[src/rtl/div_seq_ctrl.sv]
// div_seq_ctrl: multi-cycle sequencer for DIV/DIVU in the execute stage.
// Runs a radix-2 restoring divider over DATA_W cycles while stalling F/D/E,
// then presents {HI=remainder, LO=quotient} for one cycle with a HILO write.
module div_seq_ctrl #(
   parameter int unsigned       DATA_W    = 32,
   parameter logic [DATA_W-1:0] ZERO_QUOT = {DATA_W{1'b1}}
) (
   input  logic                  clk,
   input  logic                  rst,
   input  logic                  start_i,
   input  logic                  signed_i,
   input  logic [DATA_W-1:0]     a_i,
   input  logic [DATA_W-1:0]     b_i,
   input  logic                  annul_i,
   output logic                  stall_o,
   output logic                  ready_o,
   output logic                  hilo_we_o,
   output logic [2*DATA_W-1:0]   result_o
);

   localparam int unsigned CNT_W = $clog2(DATA_W) + 1;

   typedef enum logic [1:0] {
      ST_IDLE = 2'd0,
      ST_ZERO = 2'd1,
      ST_RUN  = 2'd2,
      ST_DONE = 2'd3
   } state_t;

   state_t                state_r;
   state_t                state_s;
   logic [CNT_W-1:0]      cnt_r;
   logic [DATA_W-1:0]     rem_r;
   logic [DATA_W-1:0]     quo_r;
   logic [DATA_W-1:0]     divisor_r;
   logic                  neg_q_r;
   logic                  neg_r_r;

   logic [DATA_W:0]       shifted_s;
   logic [DATA_W:0]       trial_s;
   logic                  last_iter_s;
   logic                  stall_s;
   logic                  ready_s;
   logic [2*DATA_W-1:0]   result_s;

   // Magnitude of an operand; only signed operations take the absolute value.
   function automatic logic [DATA_W-1:0] mag(input logic [DATA_W-1:0] x, input logic sgn);
      if (sgn && x[DATA_W-1]) begin
         mag = -x;
      end else begin
         mag = x;
      end
   endfunction

   // Two's-complement negation applied conditionally (sign fix-up on results).
   function automatic logic [DATA_W-1:0] neg_if(input logic [DATA_W-1:0] x, input logic n);
      if (n) begin
         neg_if = -x;
      end else begin
         neg_if = x;
      end
   endfunction

   // The remainder MSB can only be set when the trial subtraction is certain to
   // succeed, so the restore path never loses it when dropping to DATA_W bits.
   assign shifted_s   = {rem_r, quo_r[DATA_W-1]};
   assign trial_s     = shifted_s - {1'b0, divisor_r};
   assign last_iter_s = (cnt_r == CNT_W'(DATA_W - 1));

   // State register.
   always_ff @(posedge clk) begin
      if (rst) begin
         state_r <= ST_IDLE;
      end else begin
         state_r <= state_s;
      end
   end

   // Next-state logic; annul returns to IDLE from anywhere.
   always_comb begin
      state_s = state_r;
      if (annul_i) begin
         state_s = ST_IDLE;
      end else begin
         case (state_r)
            ST_IDLE: begin
               if (start_i) begin
                  if (b_i == '0) begin
                     state_s = ST_ZERO;
                  end else begin
                     state_s = ST_RUN;
                  end
               end else begin
                  state_s = ST_IDLE;
               end
            end
            ST_ZERO: state_s = ST_DONE;
            ST_RUN: begin
               if (last_iter_s) begin
                  state_s = ST_DONE;
               end else begin
                  state_s = ST_RUN;
               end
            end
            ST_DONE: state_s = ST_IDLE;
            default: state_s = ST_IDLE;
         endcase
      end
   end

   // Operand capture and one restoring-division iteration per RUN cycle.
   // Divide-by-zero preloads rem/quo with the final result and no sign fix-up.
   always_ff @(posedge clk) begin
      if (rst) begin
         cnt_r     <= '0;
         rem_r     <= '0;
         quo_r     <= '0;
         divisor_r <= '0;
         neg_q_r   <= 1'b0;
         neg_r_r   <= 1'b0;
      end else if (annul_i) begin
         cnt_r <= '0;
      end else begin
         case (state_r)
            ST_IDLE: begin
               if (start_i) begin
                  cnt_r <= '0;
                  if (b_i == '0) begin
                     rem_r   <= a_i;
                     quo_r   <= ZERO_QUOT;
                     neg_q_r <= 1'b0;
                     neg_r_r <= 1'b0;
                  end else begin
                     rem_r     <= '0;
                     quo_r     <= mag(a_i, signed_i);
                     divisor_r <= mag(b_i, signed_i);
                     neg_q_r   <= signed_i & (a_i[DATA_W-1] ^ b_i[DATA_W-1]);
                     neg_r_r   <= signed_i & a_i[DATA_W-1];
                  end
               end
            end
            ST_RUN: begin
               cnt_r <= cnt_r + CNT_W'(1);
               if (!trial_s[DATA_W]) begin
                  rem_r <= trial_s[DATA_W-1:0];
                  quo_r <= {quo_r[DATA_W-2:0], 1'b1};
               end else begin
                  rem_r <= shifted_s[DATA_W-1:0];
                  quo_r <= {quo_r[DATA_W-2:0], 1'b0};
               end
            end
            default: begin
            end
         endcase
      end
   end

   // Outputs: stall in every busy cycle including the request cycle, result
   // and write strobe only in DONE; reset and annul silence everything.
   always_comb begin
      stall_s  = 1'b0;
      ready_s  = 1'b0;
      result_s = '0;
      if (rst || annul_i) begin
         stall_s  = 1'b0;
         ready_s  = 1'b0;
         result_s = '0;
      end else begin
         stall_s = start_i & (state_r != ST_DONE);
         if (state_r == ST_DONE) begin
            ready_s  = 1'b1;
            result_s = {neg_if(rem_r, neg_r_r), neg_if(quo_r, neg_q_r)};
         end else begin
            ready_s  = 1'b0;
            result_s = '0;
         end
      end
   end

   assign stall_o   = stall_s;
   assign ready_o   = ready_s;
   assign hilo_we_o = ready_s;
   assign result_o  = result_s;

endmodule
[config.mk]
export PLATFORM = sky130hd
export DESIGN_NAME = div_seq_ctrl
export DESIGN_NICKNAME = d
export VERILOG_FILES = /design/src/rtl/div_seq_ctrl.sv
export SDC_FILE = /design/constraint.sdc
export NUM_CORES = 1
export LEC_CHECK = 0
export ABC_AREA = 1
export BUFFER_PORTS_ARGS = -buffer_cell sky130_fd_sc_hd__buf_2
export CORE_MARGIN = 2
export CORE_UTILIZATION = 60
export CTS_BUF_LIST = sky130_fd_sc_hd__clkbuf_16
export CTS_CLUSTER_SIZE = 16
export DETAILED_ROUTE_END_ITERATION = 16
export GPL_TIMING_DRIVEN = 0
export PLACE_DENSITY = 0.79
export SLEW_MARGIN = 20
export SYNTH_ARGS = -nofsm -noshare
export SYNTH_HDL_FRONTEND = slang
export SYNTH_SLANG_ARGS = --single-unit
[constraint.sdc]
create_clock -name clk -period 5.55 [get_ports clk]
set_input_delay 0.8325 -clock clk [delete_from_list [all_inputs] [get_ports clk]]
set_output_delay 0.8325 -clock clk [all_outputs]
set_load 0.03 [all_outputs]
==> results_dict.tcl <==
set metrics [dict create \
    finish.utilization_pct 67.7 \
    drv_cap 0 \
    switching_share_pct 44.4 \
    max_freq_mhz 242 \
    drtPass1Iterations 6 \
    async_reset_ff_share_pct 0 \
    fin_tns_setup_ns 0 \
    power.density_nw_per_um2 225 \
    p_switching_uw 1310 \
    synth_cell_type_count 49 \
    syn_area_um2 11700 \
    vias 14200 \
    p_seq_share_pct 29.2 \
    die_w_um 144 \
    routedWlPerCell_um 16.8 \
    synth_enable_flop_cells 0 \
    core_area_um2 19300 \
    p_int_uw 1640 \
    cp-start-kind "input port" \
    ant_nets 0 \
    cts_resized 0 \
    hold_violations 0 \
    numCtsBuffers 9 \
    ys_seq_area_share_pct 18.1 \
    dpl_cell_area_um2 12700 \
    crit_type "in -> out" \
    avgSynthCellArea_um2 5.60 \
    setup.worst_path.end_class "primary output" \
    finalWorstSetupSlack_ns 1.41 \
    grt_use_total_pct 39.9 \
    dieHeight_um 144 \
    grt_max_degree 21 \
    final_area_um2 13100 \
    drv_slew 0 \
    wl_mm 42.3 \
    place_ws_ns 1.61 \
    htree_levels 3 \
    rows 51 \
    drt_iter0_markers 1827 \
    overflow 0 \
    start_util_pct 60.7 \
    vias_per_cell 5.63 \
    worst-endpoint-arrival_ns 3.31 \
    gp_congestion 1.02 \
    p_clk_share_pct 25.6 \
    tritoncts "done" \
    cts_root_buf "clkbuf_16" \
    leakage_uw 0.00668 \
    yosysWarnings 0 \
    period_needed_ns 4.14 \
    syn_nets 2208 \
    maxSlewHeadroom_pct 41.0 \
    clock_path_buffers 2 \
    peakVddDrop_v 0.000188 \
    grt_pass1_vias 12400 \
    hold_ws_ns 0.473 \
    fin_worst_skew_ns 0.0154 \
    cp_max_fo 10 \
    status "completed" \
    worstHoldPathType "reg -> reg" \
    rsz0062_at_grt "no" \
    cts_hold_buf 0 \
    area_growth_pct 11.5 \
    layout_worst_path_cycle_share_pct 74.6 \
    num_io_pins 136 \
    grt_pass1_wl_mm 63.9 \
    final_nets 2353 \
    antenna_found_initial 3 \
    synth_cells 2097 \
    cts.sinks 106 \
    final-setup-viol-count 0 \
    drc 0 \
    synth-seq-cells 106 \
    drive_gt1_share_pct 12.9 \
    post_cts_buffers 0 \
    port-buffer-count 134 \
    hpwl_mm 34.4 \
    synth_ff_type "dfxtp_1" \
    tightest_slew_ns 0.885 \
    dieArea_um2 20700 \
    clkLatencyLatePin_ns 0.37 \
    worstPathRequired_ns 4.72 \
    pwr-share-comb_pct 45.2 \
    clk_pin_slew_worst_paths_ns 0.08 \
]
-- power by group through the flow --
stage	sequential (uW)	combinational (uW)	clock, uW
2_1_floorplan	856	944	0
3_3_place_gp	873	1260	0
3_5_place_dp	875	1280	0
4_1_cts	858	1290	745
5_1_grt	865	1470	781
6_report	860	1330	755
-- path summary, 6_finish.rpt --
kind	from	endpoint	slack, ns	cells past startpoint
setup / recovery	rst	result_o[39]	1.41	8
hold / removal	quo_r[31]$_SDFFE_PP0P_	quo_r[31]$_SDFFE_PP0P_	0.47	2
setup reg to reg	quo_r[31]$_SDFFE_PP0P_	rem_r[31]$_SDFFE_PP0P_	2.51	18
hold reg to reg	quo_r[31]$_SDFFE_PP0P_	quo_r[31]$_SDFFE_PP0P_	0.47	2
-- Yosys cell counts (4+ instances only) --
| master | count | area share [%] |
|---|---|---|
| nand2_1 | 550 | 18 |
| inv_1 | 354 | 11 |
| a21oi_1 | 209 | 8.9 |
| nor2_1 | 208 | 6.6 |
| nand3_1 | 124 | 5.3 |
| o21ai_0 | 122 | 5.2 |
| dfxtp_1 | 106 | 18 |
| xor2_1 | 56 | 4.2 |
| nor3_1 | 44 | 1.9 |
| clkbuf_1 | 43 | 1.4 |
| ha_1 | 41 | 4.4 |
| nor2_2 | 34 | 1.8 |
| a21oi_2 | 32 | 2.4 |
| nand4_1 | 26 | 1.4 |
| o21ai_1 | 24 | 1.0 |
| buf_6 | 12 | 1.2 |
| inv_2 | 12 | 0.38 |
| nand2_2 | 12 | 0.64 |
| xnor2_1 | 9 | 0.67 |
| nand2_4 | 8 | 0.77 |
| buf_1 | 7 | 0.22 |
| nand3_2 | 6 | 0.51 |
| buf_2 | 5 | 0.21 |
| nor4_1 | 5 | 0.27 |
| a31oi_1 | 4 | 0.21 |
| buf_4 | 4 | 0.26 |
| o21a_1 | 4 | 0.26 |
-- cell type report --
type	count	area (um2)
multi-input cells	1552	7850
fillers	1882	6240
flip-flops and latches	106	2120
inverters	366	1370
repair buffers	134	671
plain buffers	73	403
well taps	265	332
clock buffers	9	225
clock inverters	7	118
diodes	1	2.50
-- sequential cells by signal, indices dropped and copies added, names as in the netlist --
register   cells
cnt_r          6
divisor_r     32
neg_q_r        1
neg_r_r        1
quo_r         32
rem_r         32
state_r        2
-- critical path: stages --
cell,delay [ns]
clkbuf_1,0.20
nor2_1,0.46
nand2_1,0.35
inv_1,0.26
clkbuf_1,0.49
o21ai_0,0.19
a21oi_1,0.27
buf_2,0.25
-- through the flow --
stage / power (uW) / std cells
after floorplan: 1800 / 2097
after global placement: 2130 / 2496
after detailed placement: 2150 / 2496
after CTS: 2890 / 2512
after global routing: 3120 / 2512
final: 2940 / 2513
-- kinds of logic after synthesis --
group	after synthesis	share of synthesized area (%)
xor+xnor	65	4.85
fa+ha+maj	42	4.54
compound gates	410	19.0
flops	106	18.1
simple gates	1035	38.4
buf+inv	439	15.1
-- cells in the final DEF, fill, tap and decap left out, types with 41 or more instances in the layout --
master,count
clkbuf_1,43
nand2_1,550
xor2_1,56
a21oi_1,209
ha_1,41
nor3_1,44
o21ai_0,122
buf_2,139
dfxtp_1,106
nor2_1,208
nand3_1,124
inv_1,354
-- per-layer routing --
metal / part of all wire, % / GRT usage, %
met3: 12 / 7.53
met2: 43 / 61.9
met1: 42 / 55.7
met5: 0 / 0
met4: 3.1 / 12.8
Note: power is estimated with default switching activity, not from simulation.
